==> config.mk <==
export PLATFORM = sky130hd
export DESIGN_NAME = instr_encoder
export DESIGN_NICKNAME = d
export VERILOG_FILES = /design/src/rtl/instr_encoder.sv
export SDC_FILE = /design/constraint.sdc
export NUM_CORES = 1
export LEC_CHECK = 0
export CAP_MARGIN = 20
export CORE_MARGIN = 3
export CORE_UTILIZATION = 39
export DETAILED_ROUTE_END_ITERATION = 7
export PLACE_DENSITY = 0.78
export SKIP_LAST_GASP = 1
export SLEW_MARGIN = 20
export SYNTH_ARGS = -nofsm -noshare
export SYNTH_HDL_FRONTEND = slang
export SYNTH_SLANG_ARGS = --single-unit
==> constraint.sdc <==
create_clock -name clk -period 2.39 [get_ports clk]
set_clock_uncertainty 0.15 [all_clocks]
set_input_delay 0.478 -clock clk [delete_from_list [all_inputs] [get_ports clk]]
set_output_delay 0.478 -clock clk [all_outputs]
set_load 0.05 [all_outputs]
==> src/rtl/instr_encoder.sv <==
// Instruction encoder and program loader: turns symbolic instruction requests
// into 32-bit MIPS words and writes them sequentially into instruction memory.
module instr_encoder #(
  parameter int ADDR_W = 6
) (
  input  logic              clk,
  input  logic              reset_n,
  input  logic              clear,
  input  logic              in_valid,
  output logic              in_ready,
  input  logic [2:0]        in_kind,
  input  logic [4:0]        in_rs,
  input  logic [4:0]        in_rt,
  input  logic [4:0]        in_rd,
  input  logic [5:0]        in_funct,
  input  logic [15:0]       in_imm,
  input  logic [25:0]       in_target,
  output logic              mem_we,
  output logic [ADDR_W-1:0] mem_addr,
  output logic [31:0]       mem_wdata,
  input  logic              mem_ack,
  output logic [ADDR_W:0]   count,
  output logic              full,
  output logic              err
);

  localparam logic [2:0] K_RFMT = 3'd0;
  localparam logic [2:0] K_LW   = 3'd1;
  localparam logic [2:0] K_SW   = 3'd2;
  localparam logic [2:0] K_BEQ  = 3'd3;
  localparam logic [2:0] K_BNE  = 3'd4;
  localparam logic [2:0] K_J    = 3'd5;
  localparam logic [2:0] K_ADDI = 3'd6;

  localparam logic [ADDR_W:0] DEPTH = (ADDR_W+1)'(1) << ADDR_W;

  typedef enum logic [1:0] {S_IDLE, S_WRITE, S_FULL} state_t;

  state_t            r_state;
  logic [ADDR_W:0]   r_count;
  logic [31:0]       r_wdata;
  logic              r_full;
  logic              r_err;

  logic [15:0]       w_offset;
  logic [31:0]       w_word;
  logic [ADDR_W:0]   w_countInc;

  // Branch offset is relative to the slot after the one being written (count+1).
  assign w_offset   = in_imm - 16'(r_count) - 16'd1;
  assign w_countInc = r_count + (ADDR_W+1)'(1);

  always_comb begin
    w_word = 32'd0;
    case (in_kind)
      K_RFMT:  w_word = {6'd0,  in_rs, in_rt, in_rd, 5'd0, in_funct};
      K_LW:    w_word = {6'd35, in_rs, in_rt, in_imm};
      K_SW:    w_word = {6'd43, in_rs, in_rt, in_imm};
      K_BEQ:   w_word = {6'd4,  in_rs, in_rt, w_offset};
      K_BNE:   w_word = {6'd5,  in_rs, in_rt, w_offset};
      K_J:     w_word = {6'd2,  in_target};
      K_ADDI:  w_word = {6'd8,  in_rs, in_rt, in_imm};
      default: w_word = 32'd0;
    endcase
  end

  always_ff @(posedge clk) begin
    if (!reset_n) begin
      r_state <= S_IDLE;
      r_count <= '0;
      r_wdata <= 32'd0;
      r_full  <= 1'b0;
      r_err   <= 1'b0;
    end else if (clear) begin
      r_state <= S_IDLE;
      r_count <= '0;
      r_full  <= 1'b0;
      r_err   <= 1'b0;
    end else begin
      r_err <= 1'b0;
      case (r_state)
        S_IDLE: begin
          if (in_valid) begin
            if (in_kind == 3'd7) begin
              r_err <= 1'b1;
            end else begin
              r_wdata <= w_word;
              r_state <= S_WRITE;
            end
          end
        end
        S_WRITE: begin
          if (mem_ack) begin
            r_count <= w_countInc;
            if (w_countInc == DEPTH) begin
              r_state <= S_FULL;
              r_full  <= 1'b1;
            end else begin
              r_state <= S_IDLE;
            end
          end
        end
        S_FULL: begin
          r_state <= S_FULL;
        end
        default: r_state <= S_IDLE;
      endcase
    end
  end

  assign in_ready  = (r_state == S_IDLE);
  assign mem_we    = (r_state == S_WRITE);
  assign mem_addr  = r_count[ADDR_W-1:0];
  assign mem_wdata = r_wdata;
  assign count     = r_count;
  assign full      = r_full;
  assign err       = r_err;

endmodule

== Word level (Yosys, flattened, before mapping) ==
Index checks and enable logic that the tools add are counted.
Widths: inputs -> output; s select.

* Register bits: 43
* Logic and storage cells: 41
* Input bits: 71

* Reduce and logical (&&, ||, !) cells: 8
* Bitwise operators: 5
* Mux-type cells: 7
* Equal/unequal tests: 13
* Add/subtract/negate cells: 3

{| class="wikitable"
|+ Operators by type and width
! kind !! number
|-
| $pmux 32 s7 || 1
|-
| $sub 16x1->16 const B || 1
|-
| $sub 16x7->16 || 1
|-
| $eq 3x3->1 const B || 4
|-
| $mux 2 || 4
|-
| $add 7x1->7 const B || 1
|-
| $eq 7x7->1 const B || 1
|-
| $eq 3x2->1 const B || 2
|-
| $pmux 2 s3 || 1
|-
| $reduce_and 3->1 || 2
|-
| $not 1->1 || 5
|-
| $ne 2x2->1 const B || 2
|-
| $reduce_and 4->1 || 1
|-
| $reduce_or 4->1 || 1
|-
| $eq 3x1->1 const B || 1
|-
| $logic_not 3->1 || 1
|-
| $eq 2x1->1 const B || 1
|-
| $eq 2x2->1 const B || 1
|-
| $logic_not 2->1 || 1
|-
| $ne 2x1->1 const B || 1
|-
| $reduce_and 2->1 || 1
|-
| $reduce_or 2->1 || 1
|-
| $mux 1 || 1
|}

== Depth between registers and ports, before layout ==
Gate-level depths: netlist of run 1.

* Depth after elaboration: 5
* Gate-level depth with buffers: 9

== Worst setup path before layout of run 1 ==
OpenSTA, ideal clock, no wires.

* Kind: register -> register
* Start: register r_count[0] (netlist: count[0])
* End: register r_wdata[8] (netlist: mem_wdata[8])
* Cell stages (with the launch flop): 10
* Path slack: -0.241 ns
* Data arrival time: 2.362 ns
* Setup time: 0.120 ns
* Path through: dfxtp_1 -> inv_1 -> ha_1 -> inv_1 -> fa_1 -> nor2b_1 -> o31ai_1 -> a21oi_1 -> o311a_1 -> a211o_1

* Longest elaborated chain between the ends: 3

{| class="wikitable"
|+ RTL lines
! item !! RTL line !! source
|-
| from (decl) || 40 || <nowiki>logic [ADDR_W:0] r_count;</nowiki>
|-
| from (signal assigned) || 94 || <nowiki>r_count <= w_countInc;</nowiki>
|-
| $sub 16x7->16 || 50 || <nowiki>assign w_offset = in_imm - 16'(r_count) - 16'd1;</nowiki>
|-
| $sub 16x1->16 || 50 ||
|-
| $pmux 32 s7 || 55 || <nowiki>case (in_kind)</nowiki>
|-
| to (signal assigned) || 87 || <nowiki>r_wdata <= w_word;</nowiki>
|-
| to (decl) || 41 || <nowiki>logic [31:0] r_wdata;</nowiki>
|}

Every way passes these cells.
A chain may end at the register's enable or synchronous reset.

== Worst setup path in the final report of run 1 ==
* Start: input port in_kind[1]
* End: register r_wdata[14] (netlist: mem_wdata[14])

* Longest elaborated chain between the ends: 3
* Elaborated cells on any way between the ends: 11

{| class="wikitable"
|+ RTL lines
! item !! RTL line !! source
|-
| from (decl) || 11 || <nowiki>input logic [2:0] in_kind,</nowiki>
|-
| branches (longest 3 deep; another with $pmux 32 s7) || - ||
|}

Several ways; the timed one is not identified.

==> results of run 1 <==
layer usage:
metal  routed length (microns)  global-route usage [%]
met5                         0                       0
met4                       231                    6.78
met3                       638                    4.23
met2                      4960                    43.0
met1                      4400                    29.9
cells in the final DEF (no fill, tap or decap), types with 3 or more instances in the layout:
master	instances
clkdlybuf4s50_1	113
buf_4	62
dfxtp_1	37
nor2_1	36
a21oi_1	33
nand2_1	21
o21ai_0	19
a211oi_1	16
nand3_1	11
xnor2_1	11
inv_1	10
mux2_2	10
a22oi_1	10
nor3b_1	10
nor3_1	9
o211ai_1	9
o22ai_1	8
ha_1	6
nor2b_1	5
nand2b_1	5
clkbuf_8	5
o21a_1	3
a21oi_2	3
mux2i_1	3
a221oi_1	3
or3_1	3
dfxtp_2	3
synth_stat cells (4+ instances only):
| master | number | area share, % |
|---|---|---|
| o211ai_1 | 9 | 2.4 |
| mux2_2 | 10 | 4.0 |
| nor3_1 | 9 | 1.6 |
| ha_1 | 8 | 3.6 |
| nand2b_1 | 5 | 1.1 |
| dfxtp_1 | 42 | 30 |
| buf_4 | 8 | 2.1 |
| xnor2_1 | 11 | 3.4 |
| nor2_1 | 38 | 5.1 |
| inv_1 | 11 | 1.5 |
| clkbuf_1 | 16 | 2.1 |
| a22oi_1 | 10 | 2.7 |
| a221oi_1 | 4 | 1.2 |
| nor2b_1 | 6 | 1.3 |
| nand2_1 | 21 | 2.8 |
| o21ai_0 | 22 | 3.9 |
| o22ai_1 | 8 | 1.8 |
| a21oi_1 | 37 | 6.6 |
| a211oi_1 | 18 | 4.8 |
| nand3_1 | 11 | 2.0 |
| nor3b_1 | 10 | 2.7 |
sequential cells by signal, indices dropped and copies added (netlist names):
name       count
r_state        2
count          7
mem_wdata     31
err            1
full           1
critical path, stage by stage:
cell and delay, ns:
clkdlybuf4s50_1 0.46, or3b_4 0.39, and2_4 0.17, or3_4 0.38, or4_1 0.50, nand3_1 0.09
per-stage QoR:
step | area [sq um] | power [mW] | setup TNS, ns
global placement | 4460 | 1.48 | -7.29
global route | 4640 | 2.06 | -0.160
detailed placement | 4460 | 1.49 | -8.57
floorplan | 2830 | 1.15 | -0.00895
CTS | 4570 | 1.96 | 0
finish | 4640 | 1.97 | 0
power breakdown:
| group | leakage, nW | switching (mW) | total, mW | internal (mW) |
|---|---|---|---|---|
| registers | 0.347 | 0.0242 | 0.761 | 0.737 |
| clock network | 0.0416 | 0.270 | 0.471 | 0.201 |
| logic | 1.35 | 0.396 | 0.740 | 0.344 |
what timing repair did:
| item | CTS | global route |
|---|---|---|
| setup endpoints to repair | 11 | 18 |
| pin swaps | 2 | 5 |
| setup buffers | 0 | 1 |
| resized for setup | 11 | 17 |
| hold endpoints to repair | 0 | 0 |
final timing paths:
check | from | end | slack, ns | cells after the start
max | in_kind[1] | mem_wdata[14]$_SDFFE_PN0P_ | 0.01 | 6
min | mem_wdata[31]$_SDFFE_PN0P_ | mem_wdata[31]$_SDFFE_PN0P_ | 0.32 | 2
max reg2reg | count[0]$_SDFFE_PP0P_ | mem_wdata[8]$_SDFFE_PN0P_ | 0.17 | 9
min reg2reg | mem_wdata[31]$_SDFFE_PN0P_ | mem_wdata[31]$_SDFFE_PN0P_ | 0.32 | 2
cell families (layout without fill, tap and decap cells):
family,count (synthesis),after routing,share of synthesized area [%]
other,1,1,0.133
adders and majority gates,9,9,4.26
xor gates and xnor gates,12,12,3.73
AOI/OAI and AO/OA,124,124,27.9
and+or+nand+nor,120,120,22.4
DFF,42,42,29.9
buffers and inverters,41,201,6.62
muxes,13,13,5.06
cell type report:
type / count / area (sq um)
fillers: 620 / 2270
multi-input cells: 279 / 1880
repair buffers: 181 / 1660
flip-flops and latches: 42 / 852
well taps: 96 / 120
clock buffers: 5 / 68.8
inverters: 12 / 45.0
clock inverters: 3 / 16.3
==> results.toml, run 1 <==
[sta]
fin_crit_ns = 2.38
rsz0062_at_grt = "true"
worstMarginPinSlew_ns = 0.536
whs_ns = 0.317
period_share_pct = 99.4
clock.fmax_ghz = 0.421
slew_viol_final = 0
fin_ws_ns = 0.0142
hold_viol = 0
max_slew_margin_pct = 64.1
setup_viol = 0

[run_status]
status = "finished clean"

[run]
cap_violations = 0

[power_and_ir_drop]
p_leak_nw = 1.74
ir_worst_vdd_v = 0.000247
power.density_nw_per_um2 = 425

[synth]
ys_seq_area_share_pct = 29.9
synthCells = 362
syn_area_sq_um = 2820
ys.warnings.count = 0
synth_ff_type = "dfxtp_1"
synthArstFlopShare_pct = 0
syn-num-nets = 442
synth_edf_count = 0
avgSynthCellArea_sq_um = 7.78
ys_seq_elements = 42
synth.distinct_cells = 56

[min_path]
holdCritPathClass = "reg2reg"

[die]
dieWidth_microns = 91.0
dieArea_sq_um = 8280
die_h_microns = 91.0
start_util_pct = 40.8
placementRows = 30
io_pins = 120
coreArea_sq_um = 6910

[cts]
numCtsBuffers = 5
cts.path.max_buffers = 2
htree_levels = 2
cts.sinks = 42
cts-root-buf = "clkbuf_8"
cts_hold_buf = 0
clk_pin_slew_ns = 0.09
clk_latency_ns = 0.30
cts_tree = "built"

[routing]
vias = 3428
viasPerCell = 5.55
wirelength_microns = 10200
wire_per_inst_microns = 16.6
first_pass_iters = 4
drc = 0
ant_nets = 0
drt_iter0_drc = 253

[setup_path]
crit_arrival_ns = 2.47
crit_required_ns = 2.48
worstSetupPathType = "in2reg"
critPathLaunchType = "primary input"
crit_path_max_fanout = 2
cp-end-kind = "register"

[layout]
layout-drive-gt1-share_pct = 20.9
final-instance-count-excl-fill = 618
diodes = 0
finish.utilization_pct = 67.2
syn_to_final_growth_pct = 64.7
nNetsFinal = 601

[grt]
antenna_found_initial = 0
grt_pass1_vias = 3392
overflow = 0
grt_use_total_pct = 24.2
grt_pass1_wl_microns = 16500
grt_max_degree = 29

[placed_design]
place.port_buffers = 118
pre_cts_ws_ns = -0.539
hpwl_microns = 8010
routabilityCongestion = 0.877
dp.cells = 609
No activity file was read; power rests on OpenSTA's default activity.
==> run 2: changes to the inputs <==
==> constraint.sdc (replaced) <==
create_clock -name clk -period 2.39 [get_ports clk]
set_clock_uncertainty 0.15 [all_clocks]
set_input_delay 0.3585 -clock clk [delete_from_list [all_inputs] [get_ports clk]]
set_output_delay 0.3585 -clock clk [all_outputs]
set_load 0.05 [all_outputs]
==> run 2 against run 1 <==
Effect of this change: first-iteration DRC count fell by 40%; cell count fell by 1.5%; wire length shrank 3.6%; global-route usage fell by 1.2 points; sequential share of layout area is 0.40 points higher; final area down 2.1%; sequential power about the same; die area did not move; critical endpoint is now mem_wdata[8]$_SDFFE_PN0P_.
==> results.toml, run 2 (synthesis results as in run 1) <==
[setup_path]
crit_arrival_ns = 2.41
crit_path_max_fanout = 8
cp-end-kind = "register"
worstSetupPathType = "in2reg"
critPathLaunchType = "primary input"
crit_required_ns = 2.43

[routing]
ant_nets = 0
wire_per_inst_microns = 16.2
vias = 3283
top_layer_used = "met4"
wirelength_microns = 9870
drt_iter0_drc = 151
wl_met3_microns = 601
drc = 0
wl_met1_microns = 4190
viasPerCell = 5.39
route.met2.wl_microns = 4940
first_pass_iters = 5

[cts]
cts.path.max_buffers = 2
post_cts_buffers = 0
cts.sinks = 42
clk_latency_ns = 0.29
htree_levels = 2
numCtsBuffers = 5
clk_pin_slew_ns = 0.08
cts_tree = "built"
cts_hold_buf = 0
cts-root-buf = "clkbuf_8"

[layout]
final-instance-count-excl-fill = 609
syn_to_final_growth_pct = 61.2
diodes = 0
fill_cells = 617
nNetsFinal = 592
final_area_sq_um = 4540
layout-drive-gt1-share_pct = 17.9
largest_reg_flops = 31
finish.utilization_pct = 65.7
final_common_cell = "clkdlybuf4s50_1"
layout_common_cells = "118 x clkdlybuf4s50_1, 53 x buf_4, 37 x dfxtp_1"

[run]
cap_violations = 0

[die]
start_util_pct = 40.8
dieWidth_microns = 91.0
placementRows = 30
io_pins = 120
die_h_microns = 91.0
dieArea_sq_um = 8280
coreArea_sq_um = 6910

[grt]
antenna_found_initial = 0
overflow = 0
grt_max_degree = 29
grt_pass1_vias = 3246
grt_use_total_pct = 23.0
grt_pass1_wl_microns = 15800

[sta]
fin_setup_tns_ns = 0
fin_crit_ns = 2.37
hold_viol = 0
clock.fmax_ghz = 0.422
period_share_pct = 99.2
rsz0062_at_grt = "true"
slew_viol_final = 0
setup_viol = 0
worstMarginPinSlew_ns = 0.519
fin_ws_ns = 0.0195
whs_ns = 0.321
max_slew_margin_pct = 65.3

[power_and_ir_drop]
power.density_nw_per_um2 = 432
p_total_mw = 1.96
ir_worst_vdd_v = 0.000204
p_leak_nw = 1.68

[run_status]
status = "finished clean"

[placed_design]
placed_area_sq_um = 4410
place.port_buffers = 118
routabilityCongestion = 0.889
hpwl_microns = 7920
dp.cells = 601
pre_cts_ws_ns = -0.400

[min_path]
holdCritPathClass = "reg2reg"
run 2: changes by cell type in the layout (fill, tap and decap cells not counted), sizes merged:
cell | previous run | this run
dlygate4sd2 | 2 | 0
clkdlybuf4s50 | 113 | 118
dlymetal6s2s | 2 | 0
clkbuf | 5 | 7
buf | 64 | 54
clkinvlp | 1 | 0
clkinv | 3 | 2
run 2: repair_timing:
action / in CTS / in global routing
pin swaps: 0 / 0
gates resized for setup: 2 / 9
hold endpoints to repair: 0 / 0
endpoints found under the setup margin: 6 / 8
run 2: per-layer routing:
layer,GRT usage (%),up-vias
met5,0,-
met3,4.81,16
met4,6.53,0
met2,39.9,115
li1,-,1623
met1,28.5,1529
run 2: cell type report:
type | instances | area, sq um | share of cell area, %
multi-input combinational | 279 | 1830 | 40.4
timing repair buffer | 172 | 1600 | 35.2
sequential | 42 | 852 | 18.8
tap | 96 | 120 | 2.65
clock buffer | 7 | 86.3 | 1.90
inverter | 12 | 45.0 | 0.992
clock inverter | 1 | 5.00 | 0.110
run 2: power breakdown:
group,total (mW),internal [mW],switching [mW]
clock,0.484,0.234,0.251
sequential,0.759,0.737,0.0223
combinational,0.716,0.333,0.384
run 2: final timing paths:
check | start | endpoint | slack, ns | cells after the start
setup / recovery | in_imm[0] | mem_wdata[8]$_SDFFE_PN0P_ | 0.02 | 9
hold reg to reg | mem_wdata[31]$_SDFFE_PN0P_ | mem_wdata[31]$_SDFFE_PN0P_ | 0.32 | 2
hold / removal | mem_wdata[31]$_SDFFE_PN0P_ | mem_wdata[31]$_SDFFE_PN0P_ | 0.32 | 2
setup reg to reg | count[0]$_SDFFE_PP0P_ | mem_wdata[8]$_SDFFE_PN0P_ | 0.14 | 9
run 2: worst max-delay path: stages:
cell and delay (ns):
clkdlybuf4s50_1 0.48, ha_1 0.17, inv_1 0.05, fa_1 0.41, nor2b_2 0.18, o31ai_2 0.09
a21oi_2 0.32, nor3_1 0.09, a211o_1 0.26
==> run 3: changes to the inputs <==
--- a/config.mk
+++ b/config.mk
@@ -6,10 +6,12 @@
 export NUM_CORES = 1
 export LEC_CHECK = 0
 export CAP_MARGIN = 20
+export CELL_PAD_IN_SITES_DETAIL_PLACEMENT = 0
+export CELL_PAD_IN_SITES_GLOBAL_PLACEMENT = 2
 export CORE_MARGIN = 3
-export CORE_UTILIZATION = 39
+export CORE_UTILIZATION = 21
 export DETAILED_ROUTE_END_ITERATION = 7
-export PLACE_DENSITY = 0.78
+export PLACE_DENSITY_LB_ADDON = 0.1
 export SKIP_LAST_GASP = 1
 export SLEW_MARGIN = 20
 export SYNTH_ARGS = -nofsm -noshare
==> run 3 against run 2 <==
Effect of this change: die area grew 79%; worst setup slack gained 0.041 ns; critical endpoint is now mem_wdata[15]$_SDFFE_PN0P_; non-clock buffer count grew 7; sequential share of layout area shrank 0.90 points; power grew 12%; highest routed layer unchanged; critical path type unchanged; wire length grew 16%; worst hold slack lost 0.0084 ns; clock-buffer cell count shrank 1.
==> results.toml, run 3 (synthesis results as in run 1) <==
[layout]
finish.utilization_pct = 37.0
multi_input_comb_area_sq_um = 1850
nNetsFinal = 599
final_common_cell = "clkdlybuf4s50_1"
final_area_sq_um = 4770
fill_cells = 1365
syn_to_final_growth_pct = 69.3
diodes = 0
seq_area_sq_um = 852
layout-drive-gt1-share_pct = 19.2
largest_reg_flops = 31
layout_common_cells = "117 x clkdlybuf4s50_1, 59 x buf_4, 37 x dfxtp_1"

[routing]
vias = 3268
viasPerCell = 4.72
drt_iter0_drc = 135
wire_per_inst_microns = 16.6
drc = 0
first_pass_iters = 4
wirelength_microns = 11500
ant_nets = 0

[setup_path]
critPathTopFamily = "simple AND/OR/NAND/NOR gates"
cp-end-kind = "register"
r2r_slack_ns = 0.14
rr_worst_depth = 7
r2r-end = "mem_wdata[15]$_SDFFE_PN0P_"
r2r_start = "count[6]$_SDFFE_PP0P_"
slowest_delay_ns = 0.52
crit_path_max_fanout = 3
crit_required_ns = 2.41
cp.depth = 7
crit_path_cell_trace = "clkdlybuf4s50_1 > ha_1 > or3_1 > or4b_4 > a211oi_2 > xnor2_1 > o22ai_1"
cp.buffers_inverters = 1
endpoint = "mem_wdata[15]$_SDFFE_PN0P_"
startpoint = "in_imm[6]"
cp_slowest_cell = "or4b_4"
crit_arrival_ns = 2.35
critPathLaunchType = "primary input"
worstSetupPathType = "in2reg"

[power_and_ir_drop]
power.density_nw_per_um2 = 462
ir_worst_vdd_v = 0.000238
p_leak_nw = 1.74

[sta]
max_slew_margin_pct = 62.3
fin_setup_tns_ns = 0
period_share_pct = 97.5
hold_viol = 0
worstMarginPinSlew_ns = 0.563
clock.fmax_ghz = 0.429
fin_ws_ns = 0.0601
setup_viol = 0
whs_ns = 0.312
fin_crit_ns = 2.33
slew_viol_final = 0
rsz0062_at_grt = "false"

[placed_design]
placed_area_sq_um = 4570
place.port_buffers = 118
routabilityCongestion = 0.827
hpwl_microns = 8830
pre_cts_ws_ns = -0.522

[grt]
grt_pass1_vias = 3286
grt_pass1_wl_microns = 17900
grt_max_degree = 29
grt_use_total_pct = 15.5
overflow = 0
antenna_found_initial = 0

[cts]
cts-root-buf = "clkbuf_16"
clk_pin_slew_ns = 0.06
clk_latency_ns = 0.29
cts.sinks = 42
cts.path.max_buffers = 2
cts_tree = "built"
numCtsBuffers = 5
htree_levels = 2

[min_path]
holdCritPathClass = "reg2reg"

[run_status]
status = "finished clean"

[run]
cap_violations = 0

[die]
io_pins = 120
coreArea_sq_um = 12900
start_util_pct = 21.9
dieArea_sq_um = 14800
die_h_microns = 122
dieWidth_microns = 122
placementRows = 41
==> run 3: routing by layer <==
layer | GRT usage (%) | up-vias | share of wire, %
met5 | 0 | - | 0
met4 | 4.83 | 0 | 2.0
met3 | 3.48 | 17 | 5.3
met2 | 25.4 | 92 | 45
met1 | 20.4 | 1517 | 48
li1 | - | 1642 | -
==> run 3: repair_timing <==
| action | 4_1_cts | 5_1_grt |
|---|---|---|
| buffers inserted | 0 | 0 |
| gates resized for setup | 3 | 10 |
| setup endpoints to repair | 5 | 12 |
| hold buffers | 0 | 0 |
==> run 3: area by class of cell <==
class | count | share of cell area (%)
multi-input cells | 279 | 38.8
clock inverters | 2 | 0.289
repair buffers | 179 | 34.9
clock buffers | 6 | 2.70
inverters | 12 | 0.945
well taps | 172 | 4.51
flip-flops and latches | 42 | 17.9
==> run 3: report_power, final <==
part	internal, mW	switching [mW]
clock network	0.389	0.316
registers	0.737	0.0233
logic	0.341	0.394
total	1.47	0.734
==> run 3: per-stage QoR <==
| stage | std cells | power [mW] |
|---|---|---|
| after floorplan | 362 | 1.15 |
| after global placement | 684 | 1.50 |
| after detailed placement | 684 | 1.50 |
| after CTS | 692 | 2.22 |
| after global routing | 692 | 2.31 |
| final | 692 | 2.20 |
==> run 3: worst min-delay path by stage <==
| stage | cells past startpoint | to | start |
|---|---|---|---|
| final | 2 | mem_wdata[29]$_SDFFE_PN0P_ | mem_wdata[29]$_SDFFE_PN0P_ |
| after floorplan | 2 | mem_wdata[14]$_SDFFE_PN0P_ | in_imm[14] |
| after CTS | 2 | mem_wdata[29]$_SDFFE_PN0P_ | mem_wdata[29]$_SDFFE_PN0P_ |
| after global placement | 2 | mem_wdata[31]$_SDFFE_PN0P_ | mem_wdata[31]$_SDFFE_PN0P_ |
| after detailed placement | 2 | mem_wdata[29]$_SDFFE_PN0P_ | mem_wdata[29]$_SDFFE_PN0P_ |
| after global routing | 2 | mem_wdata[29]$_SDFFE_PN0P_ | mem_wdata[29]$_SDFFE_PN0P_ |
==> run 3: tightest hold or removal path, stage by stage (launching register included) <==
cell	delay (ns)
dfxtp_1	0.31
nand2_1	0.05
a21oi_1	0.06
